File: src/rtl/regfile_wb_arbiter.sv
// Write-back arbiter for the single-write-port register file.
// Two producers (ALU/jump and memory-load) share the port through a
// one-cycle registered output stage. Decode-stage read hazards are
// flagged against requests waiting for the port and the write in flight.
module regfile_wb_arbiter #(
  parameter int unsigned W      = 32,
  parameter int unsigned RA_IDX = 31,
  parameter int unsigned CNT_W  = 16
) (
  input  logic             clock,
  input  logic             reset,
  input  logic             alu_valid,
  input  logic [4:0]       alu_rd,
  input  logic             alu_link,
  input  logic [W-1:0]     alu_data,
  output logic             alu_ready,
  input  logic             mem_valid,
  input  logic [4:0]       mem_rd,
  input  logic [W-1:0]     mem_data,
  output logic             mem_ready,
  input  logic [4:0]       rr1,
  input  logic [4:0]       rr2,
  output logic             haz1,
  output logic             haz2,
  output logic             rf_regwrite,
  output logic [4:0]       rf_wr,
  output logic [W-1:0]     rf_wdata,
  output logic [CNT_W-1:0] conflict_cnt
);

  localparam logic [CNT_W-1:0] CNT_MAX = '1;
  localparam logic [4:0]       RA      = 5'(RA_IDX);

  logic         last_mem;
  logic [4:0]   ealu_rd;
  logic [4:0]   acc_rd;
  logic [W-1:0] acc_data;
  logic         xfer;

  // Grant selection and the winner's write-back payload.
  always_comb begin
    ealu_rd   = alu_link ? RA : alu_rd;
    alu_ready = 1'b0;
    mem_ready = 1'b0;
    if (alu_valid && mem_valid) begin
      mem_ready = !last_mem;
      alu_ready = last_mem;
    end else begin
      alu_ready = alu_valid;
      mem_ready = mem_valid;
    end
    xfer     = alu_ready || mem_ready;
    acc_rd   = mem_ready ? mem_rd : ealu_rd;
    acc_data = mem_ready ? mem_data : alu_data;
  end

  // A read index is hazardous if any request or the in-flight write targets it.
  always_comb begin
    haz1 = (rr1 != 5'd0) &&
           ((alu_valid && (ealu_rd == rr1)) ||
            (mem_valid && (mem_rd == rr1)) ||
            (rf_regwrite && (rf_wr == rr1)));
    haz2 = (rr2 != 5'd0) &&
           ((alu_valid && (ealu_rd == rr2)) ||
            (mem_valid && (mem_rd == rr2)) ||
            (rf_regwrite && (rf_wr == rr2)));
  end

  // Output stage, round-robin pointer and saturating contention counter.
  always_ff @(posedge clock) begin
    if (reset) begin
      rf_regwrite  <= 1'b0;
      rf_wr        <= 5'd0;
      rf_wdata     <= '0;
      conflict_cnt <= '0;
      last_mem     <= 1'b0;
    end else begin
      rf_regwrite <= 1'b0;
      if (xfer) begin
        last_mem <= mem_ready;
        // r0 writes are accepted but dropped; index/data hold their values.
        if (acc_rd != 5'd0) begin
          rf_regwrite <= 1'b1;
          rf_wr       <= acc_rd;
          rf_wdata    <= acc_data;
        end
      end
      if (alu_valid && mem_valid && (conflict_cnt != CNT_MAX)) begin
        conflict_cnt <= conflict_cnt + CNT_W'(1);
      end
    end
  end

endmodule

File: config.mk
export PLATFORM = sky130hd
export DESIGN_NAME = regfile_wb_arbiter
export DESIGN_NICKNAME = d
export VERILOG_FILES = /design/src/rtl/regfile_wb_arbiter.sv
export SDC_FILE = /design/constraint.sdc
export NUM_CORES = 1
export LEC_CHECK = 0
export BUFFER_PORTS_ARGS = -buffer_cell sky130_fd_sc_hd__clkbuf_2
export CORE_MARGIN = 5
export CORE_UTILIZATION = 37
export CTS_BUF_LIST = sky130_fd_sc_hd__clkbuf_4 sky130_fd_sc_hd__clkbuf_8 sky130_fd_sc_hd__clkbuf_16
export DETAILED_ROUTE_END_ITERATION = 8
export SYNTH_ARGS = -nofsm -noshare
export SYNTH_HDL_FRONTEND = slang
export SYNTH_SLANG_ARGS = --single-unit
File: constraint.sdc
create_clock -name clock -period 3.45 [get_ports clock]
set_input_delay 0 -clock clock [delete_from_list [all_inputs] [get_ports clock]]
set_output_delay 0 -clock clock [all_outputs]
set_load 0.01 [all_outputs]
After elaboration in Yosys (flattened, before gate mapping)
Index checks and enable logic that the tools add are counted.
Storage, ports and cells
  flip-flop bits (word level): 55
  latch bits: 0
  bits in writable memories: 0
  bits in read-only memories: 0
  input port bits: 89
  output and inout port bits: 58
  word-level logic and storage cells: 41
  memories: 0
Cells by class
  add/subtract/negate cells: 1
  multiply operators: 0
  div/mod/pow operators: 0
  order comparisons: 0
  equality and inequality tests: 7
  shift-type cells: 0
  multiplexer cells: 6
  bitwise logic cells: 1
  reductions and logical operators: 21
Operators by type and width (number)
  2-to-1 mux 32 bit: 1
  equality test 5 bit: 6
  adder 16 x 1 -> 16 bit, second input constant: 1
  != test 16 bit, second input constant: 1
  nonzero test 5 bit: 3
  logical AND 1 bit: 10
  2-to-1 mux 5 bit: 2
  logical OR 1 bit: 5
  2-to-1 mux 1 bit: 3
  AND reduction 2 bit: 1
  OR reduction 2 bit: 1
  zero test 1 bit: 1
  NOT 1 bit: 1

Logic depth before layout (Yosys ltp)
Gate-level depths: netlist of run 1.
  depth after elaboration: 6
  depth in mapped cells: 7
  depth with buffers taken out: 5

Least setup slack after synthesis of run 1
Ideal clock, no wire load.
  path kind: register to register
  start point: register conflict_cnt[4]
  end point: register conflict_cnt[2]
  setup time: 0.121 ns
  arrival time: 1.593 ns
  required time: 3.329 ns
  path slack: 1.736 ns
  cell stages (with the launch flop): 7
  buffers on the path: 2
  period minus slack after synthesis: 1.714 ns
  cells stage by stage: dfxtp_1 and4_1 clkbuf_1 and4_1 buf_2 a211oi_1 mux2_2
Between the ends
  cells in the longest elaborated chain, start to end: 2
Ends and longest elaborated chain
  from (decl): line 28  | output logic [CNT_W-1:0] conflict_cnt
  from (signal assigned): line 89  | conflict_cnt <= conflict_cnt + CNT_W'(1);
  != test 16 bit: line 88  | if (alu_valid && mem_valid && (conflict_cnt != CNT_MAX)) begin
  logical AND 1 bit: line 88
Every way passes these cells.
A chain may end at the register's enable or synchronous reset.

Worst setup path after layout of run 1
  start point: input alu_valid
  end point: register rf_wdata[14]
Between the ends
  cells in the longest elaborated chain, start to end: 5
  elaborated cells on any way between the ends: 8
  classes of those cells: 4 x mux; 4 x reduce/logical
Ends and longest elaborated chain
  from (decl): line 12  | input logic alu_valid,
  logical AND 1 bit: line 45  | if (alu_valid && mem_valid) begin
  2-to-1 mux 1 bit: line 45
  2-to-1 mux 5 bit: line 53  | acc_rd = mem_ready ? mem_rd : ealu_rd;
  nonzero test 5 bit: line 82  | if (acc_rd != 5'd0) begin
  AND reduction 2 bit (no source line)
  to (signal assigned): line 85  | rf_wdata <= acc_data;
  to (decl): line 27  | output logic [W-1:0] rf_wdata,
Several ways; a longest one is shown, not always the timed one.

==> summary.md, run 1 <==
| Metric | Value |
|---|---|
| Mux cell area share after synthesis | 16.4% |
| Clk slew on worst S/H paths | 0.10 ns |
| Mapped Area | 3670 µm² |
| Port bufs | 146 |
| Vias in the first global route | 3501 |
| Max Cap Violations | 0 |
| Cells after DPL | 693 |
| CTS tree | done |
| Reg2reg path depth | 5 |
| Power Density | 351 nW/µm² |
| Synth Area in Adders | 0.341% |
| Fillers | 990 |
| Slew HR | 34.2% |
| Unrepaired setup endpoints after global routing | false |
| Post-synthesis area per instance | 8.19 µm² |
| Initial DRC count | 142 |
| Crit Path Category | in -> reg |
| Setup violators final | 0 |
| DRT Wirelength | 10300 µm |
| Number of top-level pins | 147 |
| Post-synthesis simple-gate area fraction | 27.4% |
| Complex-gate fraction of the synthesized area | 13.9% |
| Sequential fraction of the synthesis area | 30.0% |
| FF-to-FF setup slack | 1.06 ns |
| Gate Count Post-Synth | 448 |
| Crit. Startpoint | alu_valid |
| H-Tree Depth | 2 |
| Post-synth EDFFs | 0 |
| CTS Sinks | 55 |
| Fmax | 411 MHz |
| Die H | 110 µm |
| Status | finished, final reports clean |
| Via count | 3568 |
| DRT Pass-1 Iters | 4 |
| Hold WC Path Type | in -> reg |
| Design Power | 0.00159 W |
| First-pass GRT wire length | 16700 µm |
| Worst slew pin tran | 0.987 ns |
| Tcrit/Tclk final | 70.5% |
| Worst-skew pair later-pin latency | 0.31 ns |
| Non-filler instance count after layout | 702 |
| End of the worst register-to-register path | rf_wdata[14]$_SDFFE_PP0P_ |
| Synth unique cells | 48 |
| Slew Limit Fails | 0 |
| Register bit total from synthesis | 55 |
| Initial antenna violation count | 0 |
| Layout cell share with drive strength beyond 1 | 35.9% |
| Yosys warning total | 0 |
| Gpl congestion | 0.845 |
| Drt wl/cell | 14.6 µm |
| Clk buf depth | 2 |
| Post-Synth XOR/XNOR Area | 5.73% |
| Worst reg2reg startpoint | last_mem$_SDFFE_PP0N_ |
| Worst Path Max Fanout | 24 |
| Crit start category | input pin |
| Root Driver | clkbuf_8 |
| Via/cell ratio | 5.08 |
| Antenna diode count | 0 |
| Post-layout min period | 2.43 ns |
| Synth Net Count | 538 |
| Post-route setup TNS | 0 ns |
| Crit end category | flop |
| Area delta synth->final | 23.7% |
| Main combinational cell family by area after synthesis | simple AND/OR/NAND/NOR gates |
| Post-synth ARST share | 0% |
| Final Hold Vio Count | 0 |
| Worst path required time | 3.65 ns |
| Residual DRC count | 0 |
| Die Wd | 110 µm |
| Detail Route Antenna Nets | 0 |
| Std-Cell Rows | 36 |
| P_leak | 2.02 nW |
| Initial core utilization | 37.7% |
| Die area | 12000 µm² |
| Core area | 9730 µm² |
| Num CTS Buffers | 5 |
| Total global routing overflow | 0 |
| Worst Path Arrival | 2.64 ns |
| Nets | 658 |
| GRT Util Overall | 17.1% |
| Crit path to | rf_wdata[14]$_SDFFE_PP0P_ |
| Top_reg_cell synth | dfxtp_1 |
| Peak supply drop | 0.000198 V |
| Clock skew | 0.00851 ns |
| Setup Fix Bufs, Post-CTS | 0 |
| Largest net degree at the start of global routing | 101 |
| HPWL after detailed placement | 7560 µm |
## cells by family after synthesis
group	count (synthesis)
adder cells (fa/ha/maj)	1
flip-flops	55
XOR/XNOR	24
buffers and inverters	42
AND/OR/NAND/NOR	199
multiplexers	44
AO/OA/AOI/OAI	83
## per-layer routing
| metal | global-route usage, % | share of wire (%) | up-vias |
|---|---|---|---|
| met4 | 4.99 | 1.7 | 0 |
| li1 | - | - | 1780 |
| met5 | 0 | 0 | - |
| met3 | 3.88 | 6.2 | 16 |
| met1 | 21.9 | 44 | 1661 |
| met2 | 28.6 | 48 | 111 |
## per-stage QoR
step	hold WS [ns]	area (µm²)	setup WS (ns)	util, %
final	0.0394	4540	1.02	46.7
after global routing	0.0845	4540	0.774	46.7
after CTS	0.0346	4540	1.04	46.7
after detailed placement	0.323	4390	1.07	45.2
after global placement	0.315	4390	1.13	45.2
after floorplan	0.0990	3670	1.74	-
## repair_timing
item | CTS | global route
endpoints found under the setup margin | 0 | 0
hold buffers | 1 | 0
resized for setup | 0 | 0
endpoints found under the hold margin | 1 | 0
## cells in the final DEF, fill, tap and decap left out, types with 5 or more instances in the layout
cell and instances:
a21oi_1 45, nor2_1 19, nor3_1 17, dfxtp_1 55, clkbuf_2 145, and2_1 5
or4_1 6, nor2b_1 43, nand2_1 77, and4_1 5, nand4_1 8, xnor2_1 22
clkbuf_8 5, mux2_2 13, mux2_4 29, nand3_1 6, o31ai_1 5, o21ai_0 5
o21a_1 6
## worst max-delay path, cell delays in order
cell and delay [ns]:
dlygate4sd3_1 0.53, clkbuf_2 0.19, a21bo_1 0.60, nor3_2 0.11
a311o_2 0.61, buf_12 0.26, mux2_4 0.30
## final cells by class
class                   count  area (µm²)  share of cell area, %
clock buffers               6        76.3                   1.68
clock inverters             2        60.1                   1.32
inverters                   5        18.8                  0.413
multi-input cells         351        2340                   51.6
flip-flops and latches     55        1100                   24.3
well taps                 133         166                   3.67
repair buffers            150         776                   17.1
## worst min path at each step
stage | startpoint | to | slack [ns] | cells past startpoint
final | mem_valid | last_mem$_SDFFE_PP0N_ | 0.04 | 3
after global routing | mem_valid | last_mem$_SDFFE_PP0N_ | 0.08 | 3
after CTS | mem_valid | last_mem$_SDFFE_PP0N_ | 0.03 | 3
after detailed placement | alu_valid | last_mem$_SDFFE_PP0N_ | 0.32 | 2
after global placement | alu_valid | last_mem$_SDFFE_PP0N_ | 0.31 | 2
after floorplan | alu_valid | last_mem$_SDFFE_PP0N_ | 0.1 | 1
## cell usage after synthesis, types with 2 or more instances
master	number	share of area (%)
a32oi_1	2	0.48
a21o_1	2	0.41
buf_1	3	0.31
nor3_1	17	2.3
nor2_1	19	1.9
inv_1	4	0.41
or3_1	4	0.68
clkbuf_1	23	2.4
o22ai_1	2	0.34
and4_1	5	1.2
a21oi_1	45	6.1
and2_1	5	0.85
nand4_1	8	1.4
mux2_4	29	12
o31ai_1	5	1.0
buf_2	6	0.82
o21a_1	6	1.2
dfxtp_1	55	30
xnor2_1	22	5.3
a221oi_1	2	0.48
o211ai_1	4	0.82
nand2b_1	3	0.51
a211oi_1	4	0.82
o21ai_0	5	0.68
mux2_2	13	4.0
buf_6	2	0.61
xor2_1	2	0.48
buf_12	3	1.6
or4_1	6	1.2
nand2_1	77	7.9
nor2b_1	43	7.3
nand3_1	6	0.82
## power breakdown
group	internal [W]	total [W]	switching, W
Sequential	0.000674	0.000704	0.0000296
Clock	0.000298	0.000515	0.000217
Combinational	0.000186	0.000375	0.000189
## registers in the layout (all words and copies together) (netlist names)
register      count
rf_wdata         32
conflict_cnt     16
rf_wr             5
last_mem          1
rf_regwrite       1
Power figures use the tool's default switching activity.
==> inputs of run 2 (changes only) <==
--- a/config.mk
+++ b/config.mk
@@ -5,6 +5,7 @@
 export SDC_FILE = /design/constraint.sdc
 export NUM_CORES = 1
 export LEC_CHECK = 0
+export ABC_AREA = 1
 export BUFFER_PORTS_ARGS = -buffer_cell sky130_fd_sc_hd__clkbuf_2
 export CORE_MARGIN = 5
 export CORE_UTILIZATION = 37
==> constraint.sdc (replaced) <==
create_clock -name clock -period 2.42 [get_ports clock]
set_input_delay 0 -clock clock [delete_from_list [all_inputs] [get_ports clock]]
set_output_delay 0 -clock clock [all_outputs]
set_load 0.01 [all_outputs]
==> summary.md, run 2 <==
| Metric | Value |
|---|---|
| Area delta synth->final | 25.6% |
| Most common cell after layout, fill and taps aside | nand2_1 |
| Worst slew pin tran | 0.761 ns |
| HPWL after detailed placement | 8230 µm |
| Slowest cell on the critical path | inv_2 |
| Pint | 0.00142 W |
| Max Cap Violations | 0 |
| Via count | 3900 |
| Crit start category | flop |
| Final setup margin | 0.462 ns |
| Initial antenna violation count | 0 |
| Final Hold Vio Count | 0 |
| Post-layout min period | 1.96 ns |
| Top-area cell type share of the netlist area | 31.5% |
| Number of top-level pins | 147 |
| Switching Fraction | 30.7% |
| Yosys warning total | 0 |
| Worst path required time | 2.66 ns |
| FF-to-FF setup slack | 0.46 ns |
| Commonest cells after routing, fill and taps aside | 149 x nand2_1, 146 x clkbuf_2, 103 x nor2_1, 55 x nand3_1, 55 x dfxtp_1 |
| Clock skew | 0.00355 ns |
| CTS tree | done |
| Vias in the first global route | 3646 |
| Synth Net Count | 651 |
| Root Driver | clkbuf_8 |
| Top-count cell post-synth | nand2_1 |
| Cells after DPL | 815 |
| Most flop-heavy register | rf_wdata |
| Nets | 784 |
| Main area contributors after synthesis | dfxtp_1 32%, nand2_1 16%, nor2_1 11% |
| Core area | 9240 µm² |
| Detail Route Antenna Nets | 0 |
| Via/cell ratio | 4.74 |
| Metal3 WL | 580 µm |
| Setup violators final | 0 |
| Area leader, netlist | dfxtp_1 |
| Antenna diode count | 0 |
| Slew Limit Fails | 0 |
| Post-synth EDFFs | 0 |
| Gpl congestion | 0.927 |
| Highest metal layer with signal wires | met4 |
| Max FFs per register | 32 |
| # resized after CTS | 0 |
| Slew HR | 49.2% |
| Crit path to | rf_wdata[17]$_SDFFE_PP0P_ |
| Register bit total from synthesis | 55 |
| H-Tree Depth | 2 |
| End of the worst register-to-register path | rf_wdata[17]$_SDFFE_PP0P_ |
| Clk slew on worst S/H paths | 0.09 ns |
| Metal1 wirelength | 4640 µm |
| Post-synthesis area per instance | 6.23 µm² |
| Biggest regs | rf_wdata: 32 flops, conflict_cnt: 16 flops, rf_wr: 5 flops |
| Crit path largest cell delay | 0.51 ns |
| Sequential fraction of the synthesis area | 31.5% |
| Post-synth ARST share | 0% |
| Status | finished, final reports clean |
| Power Density | 466 nW/µm² |
| GRT Util Overall | 17.4% |
| Top_reg_cell synth | dfxtp_1 |
| Drt wl/cell | 12.7 µm |
| Met2 WL post-DR | 5090 µm |
| Worst Path Arrival | 2.19 ns |
| Std-Cell Rows | 35 |
| Die Wd | 107 µm |
| Fmax | 511 MHz |
| Residual DRC count | 0 |
| Switching pwr | 0.000628 W |
| DRT Pass-1 Iters | 4 |
| Tcrit/Tclk final | 80.9% |
| Peak supply drop | 0.000255 V |
| Clock power frac | 24.7% |
| Clk buf depth | 2 |
| Reg2reg path depth | 9 |
| Synth cell count leaders | 149 x nand2_1, 103 x nor2_1, 55 x dfxtp_1, 55 x nand3_1, 39 x inv_1 |
| Unrepaired setup endpoints after global routing | false |
| Worst hold slack | 0.0930 ns |
| First-pass GRT wire length | 16700 µm |
| DRT Wirelength | 10500 µm |
| Worst reg2reg startpoint | last_mem$_SDFFE_PP0N_ |
| Crit Path Category | reg -> reg |
| Non-filler instance count after layout | 823 |
| Worst-skew pair later-pin latency | 0.29 ns |
| Gate Count Post-Synth | 561 |
| Largest net degree at the start of global routing | 36 |
| Critical Path, Cell by Cell | inv_1, nand2_1, nand3_1, nand2_1, nand3_1, o21bai_4, inv_2, nor2_1, nor2_1 |
| Port bufs | 146 |
| CTS Sinks | 55 |
| Die H | 107 µm |
| Flop pwr share | 49.1% |
| Worst Path Max Fanout | 35 |
| Total global routing overflow | 0 |
| Initial core utilization | 37.8% |
| Initial DRC count | 175 |
| Synth unique cells | 33 |
| Layout cell share with drive strength beyond 1 | 26.5% |
| Crit end category | flop |
| Combinational Power Share | 26.2% |
| Dpl ws | 0.456 ns |
| Num CTS Buffers | 5 |
| Die area | 11500 µm² |
| Post-route setup TNS | 0 ns |
| Mapped Area | 3490 µm² |
| Final core occ | 47.5% |
| Hold WC Path Type | in -> reg |
| P_leak | 2.34 nW |
| Crit. Startpoint | last_mem$_SDFFE_PP0N_ |
[run 2: cell count changes after synthesis, moves of 11 or more]
cell,previous run,this run
inv_1,4,39
nand2_1,77,149
nor2b_1,43,0
mux2_2,13,0
a21oi_1,45,18
nor2_1,19,103
nor2_2,0,11
nand3b_1,0,32
nand3_1,6,55
xnor2_1,22,1
mux2_4,29,0
[run 2: repair_timing]
action                                 in CTS  in global routing
endpoints found under the hold margin       4                  0
buffers inserted                            0                  0
hold buffers                                1                  0
[run 2: worst min path at each step]
stage	from	depth (start not counted)	endpoint
after detailed placement	reset	2	conflict_cnt[7]$_SDFFE_PP0P_
after CTS	mem_data[8]	6	rf_wdata[8]$_SDFFE_PP0P_
after global routing	mem_data[4]	6	rf_wdata[4]$_SDFFE_PP0P_
final	mem_data[0]	6	rf_wdata[0]$_SDFFE_PP0P_
after floorplan	reset	1	conflict_cnt[7]$_SDFFE_PP0P_
after global placement	reset	2	conflict_cnt[7]$_SDFFE_PP0P_
[run 2: critical path: cells and delay by family, from the launching register on]
family          cells  cell delay, ns
compound gates      1            0.08
simple gates        6            0.85
flops               1            0.35
buf+inv             2            0.60
[run 2: power groups by stage]
stage | Sequential [W] | Clock (W) | Combinational [W]
floorplan | 0.00105 | 0 | 0.000303
global placement | 0.00103 | 0 | 0.000532
detailed placement | 0.00103 | 0 | 0.000539
CTS | 0.00101 | 0.000529 | 0.000543
global route | 0.00101 | 0.000561 | 0.000605
finish | 0.00100 | 0.000505 | 0.000536
[run 2: area by class of cell]
class	instances	area [µm²]
tap	129	161
multi-input combinational	435	2070
clock buffer	6	82.6
inverter	44	165
fill	991	4850
clock inverter	1	5.00
timing repair buffer	153	798
sequential	55	1100
[run 2: cells by family after synthesis]
group | after synthesis | share of synthesized area (%)
compound gates | 46 | 7.59
xor+xnor | 12 | 3.01
fa+ha+maj | 1 | 0.358
buf+inv | 71 | 9.35
flops | 55 | 31.5
simple gates | 376 | 48.2
[run 2: per-layer routing]
| metal | vias to the layer above | global-route usage (%) |
|---|---|---|
| met2 | 107 | 31.4 |
| met1 | 1727 | 21.5 |
| met5 | - | 0 |
| met3 | 12 | 2.47 |
| li1 | 2054 | - |
| met4 | 0 | 4.47 |
[run 2: through the flow]
step / total power [W] / instance area, µm²
after floorplan: 0.00135 / 3490
after global placement: 0.00156 / 4290
after detailed placement: 0.00157 / 4290
after CTS: 0.00208 / 4390
after global routing: 0.00218 / 4390
final: 0.00205 / 4390
==> inputs of run 3 (changes only) <==
==> constraint.sdc (replaced) <==
create_clock -name clock -period 2 [get_ports clock]
set_input_delay 0 -clock clock [delete_from_list [all_inputs] [get_ports clock]]
set_output_delay 0 -clock clock [all_outputs]
set_load 0.01 [all_outputs]
==> summary.md, run 3 (synthesis results as in run 2) <==
| Metric | Value |
|---|---|
| CTS tree | done |
| Worst-skew pair later-pin latency | 0.30 ns |
| Hold WC Path Type | in -> reg |
| Design Power | 0.00255 W |
| Switching Fraction | 30.8% |
| Commonest cells after routing, fill and taps aside | 149 x nand2_1, 146 x clkbuf_2, 103 x nor2_1, 55 x dfxtp_1, 54 x nand3_1 |
| Pint | 0.00176 W |
| HPWL after detailed placement | 8270 µm |
| Largest net degree at the start of global routing | 36 |
| Initial antenna violation count | 0 |
| CP Buf/Inv Count | 1 |
| Slew HR | 72.3% |
| Area delta synth->final | 27.2% |
| Die Wd | 107 µm |
| Switching pwr | 0.000784 W |
| Clock power frac | 26.4% |
| Crit start category | flop |
| First-pass GRT wire length | 16700 µm |
| Post-route setup TNS | 0 ns |
| Slew Limit Fails | 0 |
| Detail Route Antenna Nets | 0 |
| Initial core utilization | 37.8% |
| Critical Path, Cell by Cell | ha_1, nand3_1, nor2_1, nand2_1, inv_1, nand2_1, nand3_2, nor2_1, nand2_1, nand2_1, nor2_1 |
| Nets | 790 |
| H-Tree Depth | 2 |
| Combinational Power Share | 25.8% |
| Std-Cell Rows | 35 |
| Port bufs | 146 |
| Layout cell share with drive strength beyond 1 | 27.4% |
| Antenna diode count | 0 |
| Final Hold Vio Count | 0 |
| Unrepaired setup endpoints after global routing | false |
| CTS Sinks | 55 |
| Worst Path Arrival | 1.96 ns |
| Crit end category | flop |
| Clk slew on worst S/H paths | 0.10 ns |
| DRT Wirelength | 10500 µm |
| Clock skew | 0.00774 ns |
| Most flop-heavy register | rf_wdata |
| Tcrit/Tclk final | 87.7% |
| Worst slew pin tran | 0.416 ns |
| Via/cell ratio | 4.77 |
| Worst Path Max Fanout | 13 |
| Power Density | 574 nW/µm² |
| Residual DRC count | 0 |
| Peak supply drop | 0.000275 V |
| DRT Pass-1 Iters | 4 |
| Die H | 107 µm |
| Biggest regs | rf_wdata: 32 flops, conflict_cnt: 16 flops, rf_wr: 5 flops |
| Vias in the first global route | 3499 |
| CP dominant cell by count | nand2_1 |
| Crit Path Category | reg -> reg |
| CP delay by family, top | simple AND/OR/NAND/NOR gates |
| P_leak | 2.37 nW |
| Max Cap Violations | 0 |
| Number of top-level pins | 147 |
| Clk buf depth | 2 |
| Drt wl/cell | 12.7 µm |
| Num CTS Buffers | 5 |
| Slowest cell on the critical path | dfxtp_1 |
| Gpl congestion | 0.981 |
| Max FFs per register | 32 |
| Status | finished, final reports clean |
| Setup violators final | 0 |
| GRT Util Overall | 17.6% |
| Total global routing overflow | 0 |
| Worst hold slack | 0.0787 ns |
| Most common cell after layout, fill and taps aside | nand2_1 |
| Root Driver | clkbuf_8 |
| Via count | 3959 |
| Post-layout min period | 1.75 ns |
| Setup Fix Bufs, Post-CTS | 0 |
| Core area | 9240 µm² |
| Die area | 11500 µm² |
| Worst path required time | 2.21 ns |
| Crit path largest cell delay | 0.35 ns |
| Flop pwr share | 47.8% |
| Fmax | 570 MHz |
| Initial DRC count | 170 |
==> run 3: cell types whose count changed in the layout (fill, tap and decap cells not counted) <==
| cell | before | now |
|---|---|---|
| clkbuf_8 | 6 | 7 |
| clkinv_2 | 1 | 0 |
| inv_4 | 0 | 1 |
| clkinvlp_4 | 0 | 1 |
| inv_2 | 4 | 3 |
| nand3_2 | 0 | 1 |
| nand3_1 | 55 | 54 |
| buf_4 | 5 | 12 |
| buf_12 | 1 | 0 |
==> run 3: what timing repair did <==
item,4_1_cts,5_1_grt
endpoints found under the setup margin,0,42
endpoints found under the hold margin,4,0
gates resized for setup,0,3
hold buffers,1,0
==> run 3: cell type report <==
cell class / instances / area (µm²)
inverter: 44 / 168
sequential: 55 / 1100
timing repair buffer: 159 / 831
tap: 129 / 161
fill: 1015 / 4800
clock inverter: 1 / 7.51
multi-input combinational: 435 / 2080
clock buffer: 7 / 96.3
==> run 3: per-layer routing <==
metal | vias up | wire length [µm] | GRT usage, %
met5 | - | 0 | 0
met4 | 0 | 160 | 4.75
met3 | 16 | 647 | 3.25
met2 | 123 | 4990 | 29.6
met1 | 1747 | 4740 | 23.1
li1 | 2073 | - | -
==> run 3: worst reg2reg max path: stages (launching register included) <==
cell and delay, ns:
dfxtp_1 0.35, ha_1 0.22, nand3_1 0.13, nor2_1 0.07
nand2_1 0.14, inv_1 0.10, nand2_1 0.08, nand3_2 0.20
nor2_1 0.21, nand2_1 0.07, nand2_1 0.07, nor2_1 0.04
==> run 3: stage by stage <==
stage / cells / utilization [%] / area (µm²) / setup slack [ns]
after global routing: 830 / 48.1 / 4440 / 0.0213
final: 830 / 48.1 / 4440 / 0.246
after detailed placement: 821 / 46.8 / 4320 / 0.106
after CTS: 830 / 48.0 / 4440 / 0.105
after floorplan: 561 / - / 3490 / 0.325
after global placement: 821 / 46.8 / 4320 / 0.165
==> run 3: power by group through the flow <==
stage	clock, W	sequential (W)	combinational, W
after floorplan	0	0.00127	0.000367
after global placement	0	0.00124	0.000653
after detailed placement	0	0.00124	0.000659
after CTS	0.000702	0.00122	0.000664
after global routing	0.000753	0.00123	0.000740
final	0.000673	0.00122	0.000657
==> run 3: final timing paths <==
| path | slack, ns | startpoint | to | cells past startpoint |
|---|---|---|---|---|
| max | 0.25 | conflict_cnt[0]$_SDFFE_PP0P_ | conflict_cnt[15]$_SDFFE_PP0P_ | 11 |
| min | 0.08 | mem_data[2] | rf_wdata[2]$_SDFFE_PP0P_ | 6 |
| max reg2reg | 0.25 | conflict_cnt[0]$_SDFFE_PP0P_ | conflict_cnt[15]$_SDFFE_PP0P_ | 11 |
| min reg2reg | 0.49 | rf_wdata[31]$_SDFFE_PP0P_ | rf_wdata[31]$_SDFFE_PP0P_ | 2 |
